==> config.mk <==
export PLATFORM = sky130hd
export DESIGN_NAME = p2s_tx_scheduler
export DESIGN_NICKNAME = d
export VERILOG_FILES = /design/src/rtl/p2s_tx_scheduler.sv
export SDC_FILE = /design/constraint.sdc
export NUM_CORES = 1
export LEC_CHECK = 0
export CAP_MARGIN = 15
export CORE_MARGIN = 4
export CORE_UTILIZATION = 40
export CTS_CLUSTER_DIAMETER = 40
export DETAILED_ROUTE_END_ITERATION = 7
export HOLD_SLACK_MARGIN = 0.12
export PLACE_DENSITY = 0.76
export SLEW_MARGIN = 25
export SYNTH_ARGS = -nofsm -noshare
export SYNTH_HDL_FRONTEND = slang
export SYNTH_SLANG_ARGS = --single-unit
==> constraint.sdc <==
create_clock -name clk -period 2.7 [get_ports clk]
set_input_delay 0.675 -clock clk [delete_from_list [all_inputs] [get_ports clk]]
set_output_delay 0.675 -clock clk [all_outputs]
set_load 0.02 [all_outputs]
==> src/rtl/p2s_tx_scheduler.sv <==
// p2s_tx_scheduler: round-robin arbiter that loads one requester's word into a
// shared parallel-to-serial converter and flags each serial bit it produces.
module p2s_tx_scheduler #(
    parameter int N       = 4,
    parameter int NUM_REQ = 2
) (
    input  logic                       clk,
    input  logic                       rst,
    input  logic [NUM_REQ-1:0]         i_req,
    input  logic [NUM_REQ*N-1:0]       i_data,
    input  logic [NUM_REQ-1:0]         i_dir,
    output logic [NUM_REQ-1:0]         o_ack,
    output logic                       o_p2s_valid,
    output logic                       o_p2s_direction,
    output logic [N-1:0]               o_p2s_data,
    output logic                       o_bit_valid,
    output logic                       o_last,
    output logic                       o_busy,
    output logic [$clog2(NUM_REQ)-1:0] o_owner
);
    localparam int OW = $clog2(NUM_REQ);
    localparam int CW = $clog2(N);

    typedef enum logic [1:0] {IDLE, LOAD, SHIFT} state_t;

    state_t          state_q, state_d;
    logic [CW-1:0]   cnt_q, cnt_d;
    logic [OW-1:0]   ptr_q, ptr_d;
    logic [OW-1:0]   owner_q, owner_d;
    logic [N-1:0]    word_q, word_d;
    logic            dir_q, dir_d;
    logic            found, last;
    logic [OW-1:0]   win, cand;
    logic [N-1:0]    win_word;

    // First asserted request after the pointer; the last winner ranks lowest.
    always_comb begin
        found    = 1'b0;
        win      = '0;
        cand     = '0;
        win_word = '0;
        for (int k = 1; k <= NUM_REQ; k++) begin
            cand = OW'((int'(ptr_q) + k) % NUM_REQ);
            if (!found && i_req[cand]) begin
                found    = 1'b1;
                win      = cand;
                win_word = i_data[int'(cand)*N +: N];
            end
        end
    end

    assign last = (state_q == SHIFT) && (cnt_q == CW'(N-1));

    always_comb begin
        state_d = state_q;
        cnt_d   = cnt_q;
        ptr_d   = ptr_q;
        owner_d = owner_q;
        word_d  = word_q;
        dir_d   = dir_q;
        if (found && (state_q == IDLE || last)) begin
            state_d = LOAD;
            ptr_d   = win;
            owner_d = win;
            word_d  = win_word;
            dir_d   = i_dir[win];
        end else if (state_q == LOAD) begin
            state_d = SHIFT;
            cnt_d   = '0;
        end else if (state_q == SHIFT) begin
            state_d = last ? IDLE : SHIFT;
            cnt_d   = cnt_q + 1'b1;
        end
    end

    always_ff @(posedge clk or negedge rst) begin
        if (!rst) begin
            state_q <= IDLE;
            cnt_q   <= '0;
            ptr_q   <= OW'(NUM_REQ-1);
            owner_q <= '0;
            word_q  <= '0;
            dir_q   <= 1'b0;
        end else begin
            state_q <= state_d;
            cnt_q   <= cnt_d;
            ptr_q   <= ptr_d;
            owner_q <= owner_d;
            word_q  <= word_d;
            dir_q   <= dir_d;
        end
    end

    assign o_ack           = (state_q == LOAD) ? NUM_REQ'(1) << owner_q : '0;
    assign o_p2s_valid     = (state_q == LOAD);
    assign o_p2s_data      = (state_q == LOAD) ? word_q : '0;
    assign o_p2s_direction = dir_q;
    assign o_bit_valid     = (state_q == SHIFT);
    assign o_last          = last;
    assign o_busy          = (state_q != IDLE);
    assign o_owner         = owner_q;
endmodule

==> flow_summary.yaml, run 1 <==
floorplanning:
  io_pins: 26
  die_y_um: 47.0
  coreArea_um2: 1370
  fp.dieW_um: 47.0
  die_area_um2: 2200
  row_count: 13
  start_util_pct: 44.4
yosys:
  synthCells: 60
  synth_cell_type_count: 22
  synthTopCellsByCount: "dfrtp_1 (10), o21ai_1 (7), and2_1 (6), o21ai_0 (6)"
  syn-cell-area_um2: 607
  synth_enable_flop_cells: 0
  synth_warnings: 0
  async_reset_ff_share_pct: 100
  yosysSeqAreaShare_pct: 45.6
  synthFlopType: "dfrtp_1"
  synthMostInstantiatedCell: "dfrtp_1"
  synthTopCellsByArea: "dfrtp_1 (41%), ha_1 (8.2%), and2_1 (6.2%)"
  yosysTopAreaCell: "dfrtp_1"
  syn-num-nets: 78
  ys_seq_elements: 11
  synth_top_cell_area_share_pct: 41.2
  syn_avg_cell_area_um2: 10.1
placement:
  io_buffers: 25
  gp_congestion: 0.803
  placed_area_um2: 871
  dpl.hpwl_um: 1150
final_layout:
  fin_area_um2: 897
  drive_gt1_share_pct: 7.95
  syn2layout_area_growth_pct: 47.8
  fillerInstances: 134
  seqCellArea_um2: 277
  antenna_cells: 0
  multi_input_area_um2: 310
  fin_nets: 107
timing:
  skew_ps: 7.92
  post-route-period-util_pct: 93.7
  finalSetupViolations: 0
  maxSlewViolCount: 0
  fmax_mhz: 395
  finalHoldViolCount: 0
  timing.slew.headroom_pct: 65.2
  tightest_slew_ps: 520
  rsz0062_at_grt: "false"
  tns_ps: 0
  post-route-min-period_ps: 2530
clock_network:
  cts.sinks: 11
  numCtsBuffers: 3
  insertion_delay_ps: 280
  cts.repair.resized: 0
  post_cts_buffers: 0
  postCtsHoldBufs: 0
  clockBufferDepth: 2
  clockRootBuffer: "clkbuf_4"
  path_clk_slew_ps: 80
  cts.htree.levels: 1
  cts_tree: "yes"
detailed_routing:
  vias: 595
  wl_met1_um: 613
  via_per_inst: 5.78
  drt_first_pass_iters: 4
  ant_nets: 0
  drc: 0
  top_layer_used: "met4"
  drt_wl_total_um: 1540
  routedWlPerCell_um: 14.9
  route.met2.wl_um: 747
  route.met3.wl_um: 129
  drtIter0Drc: 13
job:
  cap_violations: 0
critical_path:
  crit_path_max_incr_delay_ps: 600
  slowest_stage: "clkdlybuf4s50_1"
  worstSetupPathType: "flop to output pin"
  critPathMostFrequentCell: "inv_1"
  end_kind: "output pin"
  crit_path_start_kind: "flop"
  crit_fanout: 9
  critical_path_required_ps: 2030
  cp.arrival_ps: 1850
  worstPathCellList: "inv_1 > ha_1 > inv_1 > nor2_1 > clkdlybuf4s50_1"
global_routing:
  grt_pass1_wl_um: 2430
  antenna_found_initial: 0
  grt_overflow_total: 0
  grt_max_degree: 12
  grt_pass1_vias: 563
  track_usage_pct: 16.1
pwr:
  powerDensity_nw_per_um2: 1090
  p_leak_nw: 0.375
  ir_worst_vdd_mv: 0.638
hold_path:
  holdCritPathClass: "flop to flop"
run_status:
  status: "complete, no violations"
[worst paths after layout]
| path | endpoint | from | cells past startpoint | slack, ps |
|---|---|---|---|---|
| setup reg to reg | cnt_q[1] | state_q[0] | 5 | 1120 |
| min in group asynchronous | word_q[1] | rst | 1 | 740 |
| max in group asynchronous | ptr_q | rst | 1 | 1590 |
| hold / removal | word_q[2] | word_q[2] | 2 | 520 |
| setup / recovery | o_ack[0] | state_q[1] | 5 | 170 |
| hold reg to reg | word_q[2] | word_q[2] | 2 | 520 |
[sequential cells by signal, summed over array words and instances, names as in the netlist]
signal / cells
state_q: 2
word_q: 4
ptr_q: 1
o_owner: 1
o_p2s_direction: 1
cnt_q: 2
[report_power, final]
group | total (W) | switching [W] | internal, W
Clock | 0.000117 | 0.0000594 | 0.0000573
Sequential | 0.000302 | 0.0000506 | 0.000252
Combinational | 0.000562 | 0.000300 | 0.000262
Total | 0.000981 | 0.000410 | 0.000571
[metrics by stage]
stage	power, W	hold slack [ps]	util, %	cells	setup WS, ps
5_1_grt	0.00107	554	65.7	103	16.7
4_1_cts	0.000991	529	65.7	103	145
6_report	0.000981	520	65.7	103	170
3_5_place_dp	0.000867	512	63.7	99	453
3_3_place_gp	0.000857	479	63.7	99	485
2_1_floorplan	0.000655	379	-	60	827
[area by class of cell]
type / instances / area share [%]
clock buffer: 4 / 2.93
inverter: 4 / 1.67
multi-input combinational: 44 / 34.6
sequential: 11 / 30.8
tap: 15 / 2.09
timing repair buffer: 25 / 27.9
[layer usage]
metal | GRT usage [%] | vias up
met1 | 17.2 | 288
li1 | - | 278
met3 | 6.51 | 6
met5 | 0 | -
met2 | 27.9 | 23
met4 | 6.63 | 0
[kinds of logic (layout without fill, tap and decap cells)]
kind of cell | Yosys count | after routing | synth area share, %
muxes | 3 | 3 | 5.36
buffers and inverters | 5 | 33 | 3.30
and+or+nand+nor | 13 | 13 | 11.8
AOI/OAI and AO/OA | 24 | 24 | 25.8
DFF | 11 | 11 | 45.6
adders and majority gates | 4 | 4 | 8.25
[cell usage in the layout (no fill, tap or decap), types with 2 or more instances in the layout]
cell	n
a32oi_1	4
o21ai_0	6
inv_1	4
and2_1	6
clkbuf_4	3
nor2_1	4
mux2_1	2
clkdlybuf4s50_1	25
dfrtp_1	10
o21ai_1	7
ha_1	4
[critical path: cells and delay by family, from the launching register on]
| family | cells | cell delay (ps) |
|---|---|---|
| simple gates | 1 | 100 |
| flops | 1 | 400 |
| fa+ha+maj | 1 | 300 |
| buf+inv | 3 | 770 |
No activity file was read; power rests on OpenSTA's default activity.
==> run 2: changes to the inputs <==
--- a/config.mk
+++ b/config.mk
@@ -9,6 +9,7 @@
 export CORE_MARGIN = 4
 export CORE_UTILIZATION = 40
 export CTS_CLUSTER_DIAMETER = 40
+export CTS_CLUSTER_SIZE = 25
 export DETAILED_ROUTE_END_ITERATION = 7
 export HOLD_SLACK_MARGIN = 0.12
 export PLACE_DENSITY = 0.76
==> results of run 2 <==
Final layout, timing and power as in run 1 (identical DEF).
